===== src/rtl/rr_arbiter_1hot.sv =====
// rtl/rr_arbiter_1hot.sv - round-robin arbiter with packet lock driving a registered one-hot mux select
module rr_arbiter_1hot #(
  parameter  int INPUTS = 2,
  localparam int ID_W   = (INPUTS > 1) ? $clog2(INPUTS) : 1
) (
  input  logic              clk,
  input  logic              rst,
  input  logic [INPUTS-1:0] in_valid,
  input  logic [INPUTS-1:0] in_last,
  output logic [INPUTS-1:0] in_ready,
  output logic [INPUTS-1:0] sel,
  output logic [ID_W-1:0]   grant_id,
  output logic              out_valid,
  output logic              out_last,
  input  logic              out_ready
);

  localparam logic [0:0] IDLE   = 1'b0;
  localparam logic [0:0] LOCKED = 1'b1;

  logic [0:0]        state;
  logic [ID_W-1:0]   ptr;
  logic [ID_W-1:0]   next_win;
  logic [ID_W-1:0]   ptr_adv;
  logic [INPUTS-1:0] win_1hot;
  logic [ID_W:0]     scan;
  logic              any_valid;
  logic              xfer;
  logic              release_pkt;

  // Scan from ptr upwards with wrap; the extra bit keeps ptr+k from overflowing before the wrap.
  always_comb begin
    next_win  = '0;
    any_valid = 1'b0;
    scan      = '0;
    for (int k = 0; k < INPUTS; k++) begin
      scan = {1'b0, ptr} + (ID_W+1)'(k);
      if (scan >= (ID_W+1)'(INPUTS)) scan = scan - (ID_W+1)'(INPUTS);
      if (!any_valid && in_valid[scan[ID_W-1:0]]) begin
        any_valid = 1'b1;
        next_win  = scan[ID_W-1:0];
      end
    end
  end

  assign ptr_adv  = (next_win == ID_W'(INPUTS-1)) ? '0 : next_win + 1'b1;
  assign win_1hot = {{(INPUTS-1){1'b0}}, 1'b1} << next_win;

  // Outputs are gated during reset so a beat in flight is dropped rather than accepted.
  assign in_ready    = rst ? '0 : (sel & {INPUTS{out_ready}});
  assign out_valid   = !rst && |(in_valid & sel);
  assign out_last    = !rst && |(in_last & in_valid & sel);
  assign xfer        = out_valid & out_ready;
  assign release_pkt = xfer & out_last;

  always_ff @(posedge clk) begin
    if (rst) begin
      state    <= IDLE;
      sel      <= '0;
      grant_id <= '0;
      ptr      <= '0;
    end else begin
      case (state)
        IDLE: begin
          if (any_valid) begin
            sel      <= win_1hot;
            grant_id <= next_win;
            ptr      <= ptr_adv;
            state    <= LOCKED;
          end
        end
        default: begin
          if (release_pkt) begin
            if (any_valid) begin
              sel      <= win_1hot;
              grant_id <= next_win;
              ptr      <= ptr_adv;
            end else begin
              sel      <= '0;
              grant_id <= '0;
              state    <= IDLE;
            end
          end
        end
      endcase
    end
  end

  always_ff @(posedge clk) begin
    if (!rst) begin
      assert ($onehot0(sel));
      assert ((sel == '0) ? (grant_id == '0) : sel[grant_id]);
      assert ((in_ready & ~sel) == '0);
      assert ((state == IDLE) == (sel == '0));
    end
  end

endmodule


===== config.mk =====
export PLATFORM = sky130hd
export DESIGN_NAME = rr_arbiter_1hot
export DESIGN_NICKNAME = d
export VERILOG_FILES = /design/src/rtl/rr_arbiter_1hot.sv
export SDC_FILE = /design/constraint.sdc
export NUM_CORES = 1
export LEC_CHECK = 0
export BUFFER_PORTS_ARGS = -buffer_cell sky130_fd_sc_hd__buf_2
export CAP_MARGIN = 40
export CORE_AREA = 2 2 39 41
export DETAILED_ROUTE_END_ITERATION = 8
export DIE_AREA = 0 0 41 43
export PLACE_DENSITY_LB_ADDON = 0.2
export SLEW_MARGIN = 10
export SYNTH_ARGS = -nofsm -noshare
export SYNTH_HDL_FRONTEND = slang
export SYNTH_SLANG_ARGS = --single-unit
export TNS_END_PERCENT = 20

===== constraint.sdc =====
create_clock -name clk -period 3 [get_ports clk]
set_input_delay 0.15 -clock clk [delete_from_list [all_inputs] [get_ports clk]]
set_output_delay 0.15 -clock clk [all_outputs]
set_load 0.005 [all_outputs]

* Word level (Yosys, flattened, before mapping)
Cells that the tools add are included.
Word-level totals: output and inout port bits 7, flip-flop bits (word level) 5, bits of input ports 7, word-level logic and storage cells 55
Operators by class: equal/unequal tests 1, order comparisons 4, mux-type cells 26, add/subtract/negate cells 4, reductions and logical operators 9, bitwise operators 6, shifts and indexed selects 1
Operators by type and width (count):
- $mux W1 | 21
- $mux W2 | 5
- $and A2 B2 Y2 | 4
- $lt A1 B2 Y1 const B | 2
- $reduce_or A2 Y1 | 2
- $logic_and A1 B1 Y1 | 3
- $add A1 B1 Y2 const B | 1
- $and A1 B1 Y1 | 2
- $ge A1 B2 Y1 const B | 1
- $ge A2 B2 Y1 const B | 1
- $logic_not A1 Y1 | 2
- $ne A2 B1 Y1 const B | 1
- $reduce_and A2 Y1 | 1
- $reduce_bool A2 Y1 | 1
- $shl A1 B1 Y2 const A | 1
- $sub A1 B1 Y1 const B | 2
- $add A1 B1 Y1 const B | 1

* Logic depth before layout (Yosys ltp)
Gate-level depths: netlist of the first run.
word-level depth 13, depth in mapped cells 5, gate-level depth less buffers 4

* Worst setup path after synthesis of the first run
No wires, ideal clock.
path kind reg2reg, start point register sel[1], end point register sel[1], required time 2.884 ns, path buffers 0, path slack 1.904 ns, data arrival time 0.980 ns, period minus slack after synthesis 1.096 ns, stages on the path, launching flop included 5, library setup time 0.116 ns, cells stage by stage dfxtp_1 -> and3_4 -> a31o_1 -> nand2_1 -> a31o_1
On the way: word-level cells in the longest chain between the ends 7, elaborated cells between the ends (all ways) 10, those cells by class eq/ne (1); bitwise (4); reduce/logical (5)
Ends and longest elaborated chain:
- start, declared | line 11 | output logic [INPUTS-1:0] sel,
- start signal, assigned | line 66 | sel <= win_1hot;
- start signal, assigned | line 75 | sel <= win_1hot;
- $and A2 B2 Y2 | line 51 | assign out_valid = !rst && |(in_valid & sel);
- $reduce_or A2 Y1 | line 51
- $logic_and A1 B1 Y1 | line 51
- $and A1 B1 Y1 | line 53 | assign xfer = out_valid & out_ready;
- $and A1 B1 Y1 * | line 54 | assign release_pkt = xfer & out_last;
- $ne A2 B1 Y1 (no line) *
- $reduce_and A2 Y1 (no line) *
Mark *: on every way between the ends. The rest lies on a longest branch, timed or not. A chain may end at the register's enable or synchronous reset.

* Worst setup path in the final report of the first run
start point register sel[1], end point output out_last
On the way: word-level cells in the longest chain between the ends 3
Ends and longest elaborated chain:
- $and A2 B2 Y2 | line 52 | assign out_last = !rst && |(in_last & in_valid & sel);
- $reduce_or A2 Y1 | line 52
- $logic_and A1 B1 Y1 | line 52
- end, declared | line 14 | output logic out_last,
No other way between the ends.

==> summary.txt, run 1 <==
Finish
  • Final core occ: 0.3183
  • Post-route cell area: roughly 440 sq um
  • Nets: 65
  • Synthesis-to-finish area growth: 17.73%
  • Most frequent cells in the layout: 13 x buf_2, 6 x nor2_1, 4 x dfxtp_1
  • Final Non-Filler Cells: 72
  • ANT cells: 0
  • Layout cells sized above 1: 0.3929
  • Leading cell type in the layout, fill and taps excluded: buf_2

Route
  • Via count: 357
  • DRC: 0
  • Avg WL per Cell: 12.13 um
  • Initial DRC count: 7
  • Antenna viol nets, final: 0
  • Routed WL: around 870 um
  • Pre-Repair DR Iteration Count: 4
  • DR vias/cell: between 4 and 5

Logic synthesis
  • Post-synth cell types: 24
  • Post-synthesis cell count: 44
  • Synthesis Warnings: 0
  • Synth area leader: dfxtp_1
  • Area contributors post-synth: dfxtp_1 21%, buf_6 9.0%, nor2_1 6.0%
  • Syn_area_per_cell: between 8 and 9 sq um
  • FF+latch count, synth: 4
  • Syn nets: 51
  • Top cell type's share of synthesized area: 0.2140
  • Synthesized area: about 370 sq um
  • Post-synthesis sequential area ratio: 0.2140

Clock tree
  • Clock Tree Buf Depth: 2
  • Post-CTS Setup Inserts: 0
  • Root buffer cell: clkbuf_4
  • Cts repair resizes: 0
  • Sink Count: 4
  • H-tree levels: 1
  • CTS clk-pin slew, worst paths: approximately 50 ps
  • Clk_lat worst skew: 250 ps
  • Cts bufs inserted: 3
  • CTS tree: yes
  • Post-CTS Hold Fix Bufs: 0

Worst setup path
  • Worst Path Buf+Inv: 1
  • WP data arrival: between 1000 and 1500 ps
  • Setup slack on the worst flop-to-flop path: between 1500 and 2000 ps
  • Reg2Reg Launch Point: sel[1]
  • Worst setup SP type: flop
  • Slowest stage cell on the critical path: dfxtp_1
  • WS Path Type: flop to output port
  • CP cell instances: and3_4, a31oi_4, nor2_1, buf_2
  • CP top delay family: flip-flops
  • FF-to-FF End: sel[1]
  • Crit path capture type: output port
  • Worst R2R Path Depth: 4
  • Critical path peak fanout: 7
  • Critical Path RT: between 2000 and 3000 ps
  • Critical path's largest stage delay: 420 ps

Timing
  • Fin. Hold Viols: 0
  • Max_slew headroom: 0.8034
  • Post-layout minimum cycle time: 1328 ps
  • Setup Viol. Count Final: 0
  • Final TNS setup: 0 ps
  • Final worst-path cycle share: 0.4428
  • RSZ-0062 raised after global routing: no
  • Fmax: roughly 0.75 GHz
  • Worst-margin pin slew: 294.6 ps
  • Layout Skew: 9.204 ps
  • Pins Over Slew Limit: 0

GRT
  • Initial antenna violation count: 0
  • GRT Util Overall: 0.1304
  • Total gr overflow: 0
  • First-pass GRT wire length: roughly 1.5 mm
  • Pin count of the biggest net entering global routing: 11
  • Vias in the first global route: 330

Hold path
  • Hold Path Sink: ptr
  • HP Class: input pin to flop
  • Hold depth: 2
  • Min-delay src: rst

Place
  • Dpl cell area: approximately 420 sq um
  • Dpl hpwl: around 600 um
  • Port-buffer cells: 13
  • Placed Cells: 69
  • Routability cong.: ~0.67

Run status
  • Status: finished clean

Pwr
  • Clock Power Share: 0.412
  • Switching share of power: 0.3213
  • Comb pwr share: 0.231
  • Flop pwr share: 0.357
  • Pwr/cell area: approximately 420 nW/um^2
  • NetSw: roughly 59 uW
  • P_leak: roughly 0.18 nW
  • Total power: between 150 and 200 uW
  • Int Pwr: 124.4 uW
  • Maximum VDD drop: around 150 uV

Floorplanning
  • Die Y-Extent: 43 um
  • Starting density of the core: 0.2703
  • Core Region: 1384 sq um
  • Row cnt: 14
  • I/O pins: 14
  • DIE AREA: roughly 1800 sq um
  • Chip width: just over 40 um

Job
  • MaxCap Viol Count: 0
-- area by class of cell --
type | count | area (sq um)
multi-input cells | 36 | 252.7
clock buffers | 3 | 22.52
flip-flops and latches | 4 | 80.08
well taps | 16 | 20.02
fillers | 162 | 943.4
repair buffers | 13 | 65.06
-- worst reg2reg max path: stages, from the launching register on --
cell and delay (ps):
dfxtp_1 420, and3_4 250, a31o_1 120, nand2_1 60
a31o_1 200
-- power groups by stage --
stage                     logic [mW]  registers, mW  clock network (mW)
after floorplan               0.0336         0.0649                   0
after global placement        0.0433         0.0664                   0
after detailed placement      0.0427         0.0662                   0
after CTS                     0.0429         0.0653              0.0770
after global routing          0.0482         0.0664              0.0798
final                         0.0424         0.0654              0.0755
-- cells in the mapped netlist --
library cell,count
nor2_1,6
dfxtp_1,4
a21oi_1,3
buf_6,3
nand3_1,3
a31o_1,2
and2_1,2
nand2_1,2
nand2b_1,2
nand4_1,2
nor2b_1,2
a22oi_1,1
a22oi_2,1
a311oi_2,1
a31oi_4,1
and2b_1,1
and3_4,1
buf_4,1
nand2_2,1
nand2b_4,1
nor3_1,1
o21a_1,1
o311ai_1,1
o32ai_1,1
-- per-layer routing --
metal	vias to the layer above	GRT usage	share of wire
li1	186	-	-
met1	152	0.1955	0.47
met2	16	0.1500	0.42
met3	3	0.03141	0.078
met4	0	0.1000	0.031
met5	-	0	0
-- registers in the layout (all words and copies together) (netlist names) --
register,flops
ptr,1
state,1
sel,2
-- worst max path at each step --
stage,startpoint,end,slack [ps],cells past startpoint
6_report,sel[1],out_last,1670,4
5_1_grt,sel[1],out_last,1600,4
4_1_cts,sel[1],out_last,1670,4
3_5_place_dp,sel[1],sel[1],1850,4
3_3_place_gp,sel[1],sel[1],1890,4
2_1_floorplan,sel[1],sel[1],1900,4
-- cells by family (layout without fill, tap and decap cells) --
family                 Yosys count  after routing  synth area share
buffers and inverters            4             16            0.1104
DFF                              4              4            0.2141
AOI/OAI and AO/OA               12             12            0.3043
and+or+nand+nor                 24             24            0.3712
-- per-stage QoR --
stage	worst slack, ps	hold WS [ps]
after CTS	1668	191.5
after detailed placement	1852	452.5
final	1672	187.3
after global routing	1602	213.3
after floorplan	1904	329.6
after global placement	1886	466.0
Power figures use the tool's default switching activity.
==> inputs of run 2 (changes only) <==
==> constraint.sdc (replaced) <==
create_clock -name clk -period 1.3 [get_ports clk]
set_input_delay 0.065 -clock clk [delete_from_list [all_inputs] [get_ports clk]]
set_output_delay 0.065 -clock clk [all_outputs]
set_load 0.005 [all_outputs]
==> run 2 against run 1 <==
Die area unchanged. Critical path type unchanged. Largest power group unchanged. Non-clock buffer count unchanged. Total power increased by 120%. Critical path depth unchanged. Sequential share of layout area unchanged. Global-route usage decreased by 1.2 points. Flip-flop and latch count unchanged. Sequential power increased by 130%. Clock-buffer cell count unchanged. Via count unchanged. Largest cell class unchanged. Clock skew decreased by 5.2 ps.
==> summary.txt, run 2 (synthesized netlist as in run 1, its figures left out) <==
Run status
  • Status: finished clean

Finish
  • Largest register FFs: 2 (unchanged)
  • Nets: 65 (unchanged)
  • Synthesis-to-finish area growth: 17.73% (unchanged)
  • Layout cells sized above 1: 0.3929 (unchanged)
  • Area of the multi-input gates: 252.7 sq um (unchanged)
  • Top reg by flops: sel
  • Most frequent cells in the layout: 13 x buf_2, 6 x nor2_1, 4 x dfxtp_1
  • ANT cells: 0 (unchanged)
  • Fill count: 160 (-1.2%)
  • Largest registers: sel x2, ptr x1, state x1
  • Sequential cell area: 80.08 sq um (unchanged)
  • Leading cell type in the layout, fill and taps excluded: buf_2

Hold path
  • HP Class: input pin to flop

Clock tree
  • Root buffer cell: clkbuf_4
  • H-tree levels: 1 (unchanged)
  • Post-CTS Hold Fix Bufs: 0 (unchanged)
  • Sink Count: 4 (unchanged)
  • CTS tree: yes
  • Clk_lat worst skew: 240 ps (about the same)
  • Clock Tree Buf Depth: 2 (unchanged)
  • Cts bufs inserted: 3 (unchanged)
  • CTS clk-pin slew, worst paths: 40 ps (about the same)
  • Cts repair resizes: 0 (unchanged)
  • Post-CTS Setup Inserts: 0 (unchanged)

Route
  • Routed WL: 852 um (-2.4%)
  • Pre-Repair DR Iteration Count: 4 (unchanged)
  • Via count: 357 (unchanged)
  • DRC: 0 (unchanged)
  • Antenna viol nets, final: 0 (unchanged)
  • Initial DRC count: 3 (-4)
  • DR vias/cell: 4.958 (unchanged)
  • Avg WL per Cell: 11.83 um (-2.4%)

Timing
  • RSZ-0062 raised after global routing: no
  • Fin. Hold Viols: 0 (unchanged)
  • Post-layout minimum cycle time: between 1000 and 1500 ps
  • Setup Viol. Count Final: 0 (unchanged)
  • Final TNS setup: 0 ps (unchanged)
  • Max_slew headroom: 0.7955 (-0.007821)
  • Final worst-path cycle share: 0.9500
  • Worst-margin pin slew: 306.3 ps (+11.71 ps)
  • Pins Over Slew Limit: 0 (unchanged)
  • Fmax: a little over 0.8 GHz
  • Layout Skew: 4.001 ps (-5.203 ps)

Pwr
  • Pwr/cell area: 920.8 nW/um^2 (+120%)
  • Total power: 405.5 uW (+120%)
  • Maximum VDD drop: 442.9 uV (+190%)
  • P_leak: 0.1794 nW (unchanged)

Floorplanning
  • Core Region: 1384 sq um (unchanged)
  • Die Y-Extent: 43 um (unchanged)
  • Starting density of the core: 0.2703 (unchanged)
  • Chip width: 41 um (unchanged)
  • Row cnt: 14 (unchanged)
  • I/O pins: 14 (unchanged)
  • DIE AREA: 1763 sq um (unchanged)

Place
  • Dpl hpwl: 622.3 um (+3.1%)
  • Port-buffer cells: 13 (unchanged)
  • Routability cong.: 0.6682 (-0.52%)

Worst setup path
  • WS Path Type: flop to output port
  • WP data arrival: 1170 ps (about the same)
  • Critical Path RT: 1240 ps (-1610 ps)
  • Critical path peak fanout: 7 (unchanged)
  • Worst setup SP type: flop
  • Crit path capture type: output port

Job
  • MaxCap Viol Count: 0 (unchanged)

GRT
  • Total gr overflow: 0 (unchanged)
  • First-pass GRT wire length: 1.400 mm (-8.6%)
  • Pin count of the biggest net entering global routing: 11 (unchanged)
  • Initial antenna violation count: 0 (unchanged)
  • GRT Util Overall: 0.1184 (-0.01204)
  • Vias in the first global route: 310 (-6.1%)
[run 2: cell counts in the layout (fill, tap and decap cells not counted)]
Identical to the previous run, type by type.
[run 2: area by class of cell]
class / instances / share of cell area
repair buffers: 13 / 0.1477
clock buffers: 3 / 0.05114
flip-flops and latches: 4 / 0.1818
well taps: 16 / 0.04545
multi-input cells: 36 / 0.5739
[run 2: critical path: stages, from the launching register on]
cell and delay [ps]:
dfxtp_1 430, and3_4 260, a31oi_4 40, nor2_1 90, buf_2 110
[run 2: power by group]
group          switching, mW  total (mW)  leakage (nW)  internal (mW)
clock                 0.0529       0.156        0.0138          0.103
combinational         0.0489      0.0976         0.132         0.0487
sequential            0.0177       0.152        0.0332          0.134
[run 2: through the flow]
step,cells,instance area (sq um),hold WS [ps],setup slack [ps],utilization
after floorplan,44,374.1,244.6,204.4,-
after global placement,69,417.9,381.4,185.5,0.3020
after detailed placement,69,417.9,369.6,155.3,0.3020
after CTS,72,440.4,120.4,73.81,0.3183
after global routing,72,440.4,135.5,14.49,0.3183
final,72,440.4,127.7,65.06,0.3183
[run 2: routing by layer]
metal,global-route usage,up-vias,part of all wire
met3,0.07853,0,0.090
li1,-,187,-
met5,0,-,0
met2,0.1438,17,0.38
met4,0.02000,0,0
met1,0.1731,153,0.53
[run 2: worst paths after layout]
| check | startpoint | to | slack [ps] | depth (start not counted) |
|---|---|---|---|---|
| max | sel[1] | out_last | 70 | 4 |
| min | rst | ptr | 130 | 2 |
| max reg2reg | sel[1] | sel[1] | 130 | 4 |
| min reg2reg | sel[1] | sel[1] | 600 | 1 |
